$ cat config.mk
export PLATFORM = sky130hd
export DESIGN_NAME = rom_burst_reader
export DESIGN_NICKNAME = d
export VERILOG_FILES = /design/src/rtl/rom_burst_reader.sv
export SDC_FILE = /design/constraint.sdc
export NUM_CORES = 1
export LEC_CHECK = 0
export CORE_MARGIN = 5
export CORE_UTILIZATION = 53
export CTS_CLUSTER_SIZE = 28
export DETAILED_ROUTE_END_ITERATION = 8
export HOLD_SLACK_MARGIN = 0.15
export PLACE_DENSITY = 0.75
export REMOVE_ABC_BUFFERS = 1
export SLEW_MARGIN = 5
export SYNTH_ARGS = -nofsm -noshare
export SYNTH_HDL_FRONTEND = slang
export SYNTH_SLANG_ARGS = --single-unit
export TNS_END_PERCENT = 50
$ cat constraint.sdc
create_clock -name clk -period 3.1 [get_ports clk]
set_clock_uncertainty 0.15 [all_clocks]
set_input_delay 0.62 -clock clk [delete_from_list [all_inputs] [get_ports clk]]
set_output_delay 0.62 -clock clk [all_outputs]
set_load 0.02 [all_outputs]
$ cat src/rtl/rom_burst_reader.sv
// rom_burst_reader: issues burst reads to a synchronous ROM (active-low CEN,
// data returned one cycle after the access) and buffers the returned words in
// a small first-word-fall-through FIFO for the consumer.
// Optional feature: define ROM_BOUND_CHECK_EN to reject requests whose
// address range runs past the end of the ROM (o_err_rom pulses). Without it
// addresses wrap modulo 2^AW and o_err_rom is tied low.
module rom_burst_reader #(
    parameter int DW    = 16,
    parameter int AW    = 7,
    parameter int CW    = 8,
    parameter int DEPTH = 4
) (
    input  logic          clk,
    input  logic          rst_n,
    input  logic          i_rd_rom,
    input  logic [AW-1:0] i_addr_rom,
    input  logic [CW-1:0] i_wordcnt_rom,
    input  logic          i_abort_rom,
    input  logic          i_pop_rom,
    output logic [DW-1:0] o_data_rom,
    output logic          o_empty_rom,
    output logic          o_fifo_full_rom,
    output logic          o_busy_rom,
    output logic          o_done_rom,
    output logic          o_err_rom,
    output logic          CEN,
    output logic [AW-1:0] A,
    input  logic [DW-1:0] Q
);

    localparam int PW   = $clog2(DEPTH);
    localparam int CNTW = PW + 1;

    typedef enum logic [1:0] {
        IDLE  = 2'd0,
        FETCH = 2'd1,
        FLUSH = 2'd2
    } state_t;

    state_t state_q, state_d;

    // Burst control
    logic [AW-1:0] addr_q;
    logic [AW-1:0] a_last_q;
    logic [CW-1:0] remaining_q;
    logic          inflight_q;
    logic          done_q;

    // FIFO storage
    logic [DW-1:0]   mem [DEPTH];
    logic [PW-1:0]   wr_ptr_q;
    logic [PW-1:0]   rd_ptr_q;
    logic [CNTW-1:0] count_q;

    logic req_seen;
    logic req_ok;
    logic bound_bad;
    logic fifo_room;
    logic issue;
    logic complete;
    logic push_ok;
    logic pop_ok;

    // A request is only considered in IDLE, and abort always takes priority
    assign req_seen  = (state_q == IDLE) && i_rd_rom && !i_abort_rom;
    assign req_ok    = req_seen && (i_wordcnt_rom != '0) && !bound_bad;

    // Reserve a FIFO slot for the word still in flight so a push never overflows
    assign fifo_room = (count_q + CNTW'(inflight_q)) < CNTW'(DEPTH);
    assign issue     = rst_n && !i_abort_rom && (state_q == FETCH) &&
                       (remaining_q != '0) && fifo_room;
    assign complete  = (state_q == FETCH) && (remaining_q == '0) && !inflight_q;

    assign push_ok   = inflight_q && !i_abort_rom;
    assign pop_ok    = i_pop_rom && (count_q != '0);

`ifdef ROM_BOUND_CHECK_EN
    localparam int SW = AW + CW + 1;
    localparam logic [SW-1:0] ROM_WORDS = SW'(1) << AW;

    logic [SW-1:0] bound_sum;
    logic          err_q;

    assign bound_sum = SW'(i_addr_rom) + SW'(i_wordcnt_rom);
    assign bound_bad = bound_sum > ROM_WORDS;

    // One-cycle error pulse for a rejected out-of-range request
    always_ff @(posedge clk) begin
        if (!rst_n) begin
            err_q <= 1'b0;
        end else begin
            err_q <= req_seen && (i_wordcnt_rom != '0) && bound_bad;
        end
    end

    assign o_err_rom = err_q;
`else
    assign bound_bad = 1'b0;
    assign o_err_rom = 1'b0;
`endif

    // State register
    always_ff @(posedge clk) begin
        if (!rst_n) begin
            state_q <= IDLE;
        end else begin
            state_q <= state_d;
        end
    end

    // Next-state logic
    always_comb begin
        state_d = state_q;
        if (i_abort_rom) begin
            state_d = FLUSH;
        end else begin
            case (state_q)
                IDLE:    if (req_ok) state_d = FETCH;
                FETCH:   if (complete) state_d = IDLE;
                FLUSH:   state_d = IDLE;
                default: state_d = IDLE;
            endcase
        end
    end

    // ROM port and status outputs; A holds the last issued address when idle
    always_comb begin
        CEN        = ~issue;
        A          = issue ? addr_q : a_last_q;
        o_busy_rom = (state_q == FETCH);
    end

    // Burst address/count tracking, in-flight flag and done pulse
    always_ff @(posedge clk) begin
        if (!rst_n) begin
            addr_q      <= '0;
            a_last_q    <= '0;
            remaining_q <= '0;
            inflight_q  <= 1'b0;
            done_q      <= 1'b0;
        end else begin
            inflight_q <= issue;
            done_q     <= !i_abort_rom &&
                          ((req_seen && (i_wordcnt_rom == '0)) || complete);
            if (i_abort_rom) begin
                remaining_q <= '0;
            end else if (req_ok) begin
                addr_q      <= i_addr_rom;
                remaining_q <= i_wordcnt_rom;
            end else if (issue) begin
                addr_q      <= addr_q + 1'b1;
                remaining_q <= remaining_q - 1'b1;
            end
            if (issue) begin
                a_last_q <= addr_q;
            end
        end
    end

    // FIFO data storage; unreset so it can map onto plain memory
    always_ff @(posedge clk) begin
        if (push_ok) begin
            mem[wr_ptr_q] <= Q;
        end
    end

    // FIFO pointers and occupancy; abort empties the FIFO
    always_ff @(posedge clk) begin
        if (!rst_n || i_abort_rom) begin
            wr_ptr_q <= '0;
            rd_ptr_q <= '0;
            count_q  <= '0;
        end else begin
            if (push_ok) begin
                wr_ptr_q <= wr_ptr_q + 1'b1;
            end
            if (pop_ok) begin
                rd_ptr_q <= rd_ptr_q + 1'b1;
            end
            case ({push_ok, pop_ok})
                2'b10:   count_q <= count_q + 1'b1;
                2'b01:   count_q <= count_q - 1'b1;
                default: count_q <= count_q;
            endcase
        end
    end

    // Head word is masked to zero while empty so reset leaves a defined output
    assign o_empty_rom     = (count_q == '0);
    assign o_fifo_full_rom = (count_q == CNTW'(DEPTH));
    assign o_data_rom      = o_empty_rom ? '0 : mem[rd_ptr_q];
    assign o_done_rom      = done_q;

endmodule
==> flow_results.org <==
** Min path
- Path type of the worst min-delay path :: flip-flop to flip-flop

** Power and ir drop
- Leakage power figure :: 1.83 nW
- Power density of the placed cells :: 448 nW/um^2
- Worst vdd ir :: 0.245 mV

** Layout
- Area growth, synth to finish :: 27.0%
- # nets final :: 439
- Commonest cells after routing, fill and taps aside :: edfxtp_1 (64), clkdlybuf4s50_1 (55), dfxtp_1 (33)
- Layout cell share with drive strength beyond 1 :: 0.206
- The library cell used most frequently in the layout, excluding fill and tap cells, is edfxtp_1.
- Final core area utilization :: 0.691
- 0 antenna diodes ended up in the layout.

** Placement
- Global placement routability congestion :: 0.870
- DP HPWL :: 5490 um
- In this run the tool buffered the top-level ports with 63 buffer cells.

** Critical path
- Crit Path Category :: flip-flop to primary output
- The setup check on the worst reg-to-reg path leaves a slack of 660 ps.
- Measured in cells, the most critical reg-to-reg path has a length of 9.
- The critical path starts at remaining_q[3].
- Crit path max-delay family :: simple AND/OR/NAND/NOR gates
- Setup crit start kind :: flip-flop
- The startpoint identified for the worst register-to-register timing path is count_q[0].
- Chain of cells forming the critical path :: or4_4 > or3_4 > and2_4 > inv_4 > buf_6 > mux2_4 > buf_6
- The critical path runs through a total of 7 cells.
- Critical path data required time :: 2330 ps
- Capturing element type of the critical path :: primary output
- The largest individual stage delay along the critical path comes from the cell or4_4.
- Slowest cell delay on critical path :: 520 ps
- CP Data Arrival Time :: 2340 ps
- Sum of buffers and inverters on the critical path :: 3
- In this run the worst setup path terminates at A[1].
- Worst reg2reg path endpoint :: count_q[2]
- Most frequent cell on the critical path :: buf_6
- Highest fanout seen on the critical path :: 4

** GRT
- Met1 track utilization from global routing :: 0.219
- The number of antenna violations at the first check in global routing is 0.
- The first global-routing pass estimated 13,500 um of wire.
- Gr ovfl total :: 0
- The layer flagged by global routing as most heavily used is met2.
- Pin count of the biggest net entering global routing :: 20
- Combined global-route utilization of all metal layers :: 0.173
- For this run, global-route usage on met2 was measured as 0.292.
- Vias in the first global route :: 2,701
- Met3 Resource Use GR :: 0.0474

** STA
- The final-report hold violation count came to 0.
- For this run, the top clock speed supported by timing is 0.322 GHz.
- Counting I/O delays and the setup requirement, the final critical path takes 3110 ps.
- Once routing completed, OpenROAD measured the worst setup slack at -6.88 ps.
- Adding up every negative setup slack in the final design gives -6.88 ps.
- Setup violations remaining at the end of the flow were counted as 1.
- Setup repair after global routing could not meet its margin everywhere.
- Period utilization :: 1.00
- The final count of pins violating max slew came to 0.

** Logic synthesis
- In the synthesized netlist the dominant register cell turns out to be edfxtp_1.
- Number of instances in the synthesized netlist :: 309
- Asr flop ratio synth :: 0
- EDFF count, synth :: 64
- Seq/Total Area, Yosys :: 0.624
- The cell area that synthesis handed to floorplanning was 4200 sq um.
- Biggest area contributors in the synthesized netlist :: edfxtp_1 (46%), dfxtp_1 (17%), mux4_2 (8.6%)
- Synthesis Warnings :: 0
- Yosys mapped the design onto 48 distinct sky130hd cell types.
- Yosys top cell area share :: 0.457
- Avg Cell Area, Syn :: 13.6 sq um
- Register bit count reported by yosys :: 99
- Summed over all instances, the cell type with the most area after synthesis is edfxtp_1.

** Clock tree
- Counting along the longest clock path gives a buffer depth of 2.
- The number of clock buffers added by TritonCTS is 9.
- After clock tree synthesis, the clock-pin slew on the worst setup and hold paths is 90 ps.
- The H-tree generated during clock tree synthesis spans 3 levels.
- TritonCTS built the clock tree.
- Hold repair after CTS inserted 0 buffers.
- Library cell used as clock root buffer :: clkbuf_8
- Counting every sink on the clock net gives 99.
- Insertion delay of the later-clocked pin in the worst-skew pair :: 360 ps

** Detailed routing
- The detail route stage leaves a number of antenna-violating nets equal to 0.
- After the first detailed-routing iteration, the DRC count stood at 91.
- Number of remaining DRC errors :: 0
- After detailed routing, the average wire length per cell comes to 16.2 um.
- Dividing the detail-routed via count by the number of cells gives 5.44.
- The first detailed-routing pass ran for 4 iterations.
- Detailed Route WL :: 8100 um
- The detailed router placed 2,727 vias in this run.

** Floorplanning
- Area of the placeable core :: 7730 sq um
- Floorplan die height :: 99.1 um
- The die covers 9810 sq um.
- Die outline width :: 99.1 um
- I/O pin count :: 65
- The initial utilization of the core area, before any placement, comes to 0.544.
- Number of cell rows :: 32

** Run
- Max-cap violations in this run came to 0.

** Run status
- The checks that failed: setup timing.
- Outcome :: complete, but fails checks
-- sequential cells by signal, summed over array words and instances, names as in the netlist, named ones only --
signal,count
a_last_q,7
addr_q,7
count_q,3
inflight_q,1
mem,64
o_done_rom,1
rd_ptr_q,2
remaining_q,8
state_q,2
wr_ptr_q,2
-- per-layer routing --
layer / vias to the layer above / share of wire
li1: 1310 / -
met1: 1325 / 0.43
met2: 84 / 0.50
met3: 8 / 0.059
met4: 0 / 0.0084
met5: - / 0
-- cells by family after synthesis --
group,share of synthesized area
simple gates,0.135
flops,0.624
compound gates,0.0586
buf+inv,0.0274
mux,0.107
fa+ha+maj,0.0286
xor+xnor,0.0188
other cells,0.000892
-- worst register-to-register path, delay by kind of cell, from the launching register on --
kind                       cells  cell delay [ps]
and+or+nand+nor                3              620
adders and majority gates      2              610
DFF                            1              450
buffers and inverters          2              270
xor gates and xnor gates       1              150
AOI/OAI and AO/OA              1              130
-- cell type report --
type,instances,area (sq um)
clock inverter,6,72.6
clock buffer,10,128
fill,557,2390
timing repair inverter,1,6.26
multi-input combinational,185,1500
inverter,9,41.3
sequential,99,2630
tap,102,128
timing repair buffer,89,835
-- per-stage QoR --
step	instance area [sq um]	power, mW	hold WS [ps]	std cells	setup WS [ps]
5_1_grt	5340	2.49	403	501	-80.4
2_1_floorplan	4120	1.50	319	293	-25.4
3_3_place_gp	5060	1.58	342	481	-256
6_report	5340	2.39	372	501	-6.88
3_5_place_dp	5060	1.58	353	481	-295
4_1_cts	5280	2.41	375	501	-22.8
-- synth_stat cells, types with 2 or more instances --
cell type  number
a211oi_1        2
a21oi_1         9
a31o_2          2
a31oi_1         6
and2_1         13
and3_1          6
buf_2           2
buf_6           2
clkbuf_1       11
dfxtp_1        35
edfxtp_1       64
ha_1            8
inv_1           8
mux2_1          6
mux4_2         16
nand2_1        12
nand2b_1        2
nand3_1        11
nand4_1         5
nor2_1         20
nor2b_1        19
nor3_1          2
nor4_1          2
o211ai_1        2
o21ai_0         9
or3_1           4
or4_1           3
xnor2_1         2
xor2_1          7
-- where the power goes --
group,leakage (nW),internal [mW],switching [mW]
Clock,0.0910,0.382,0.451
Combinational,0.876,0.0747,0.0639
Sequential,0.860,1.41,0.00919
-- worst min-delay path by stage --
stage | startpoint | endpoint | slack [ps] | cells past startpoint
6_report | remaining_q[7] | remaining_q[7] | 370 | 2
5_1_grt | addr_q[1] | addr_q[1] | 400 | 2
4_1_cts | remaining_q[7] | remaining_q[7] | 370 | 2
3_5_place_dp | remaining_q[7] | remaining_q[7] | 350 | 2
3_3_place_gp | remaining_q[7] | remaining_q[7] | 340 | 2
2_1_floorplan | remaining_q[4] | remaining_q[4] | 320 | 2
-- timing repair --
item,in CTS,in global routing
endpoints found under the setup margin,8,12
gates cloned,1,0
setup buffers,3,0
pin swaps,2,0
resized for setup,38,18
No activity file was read; power rests on OpenSTA's default activity.
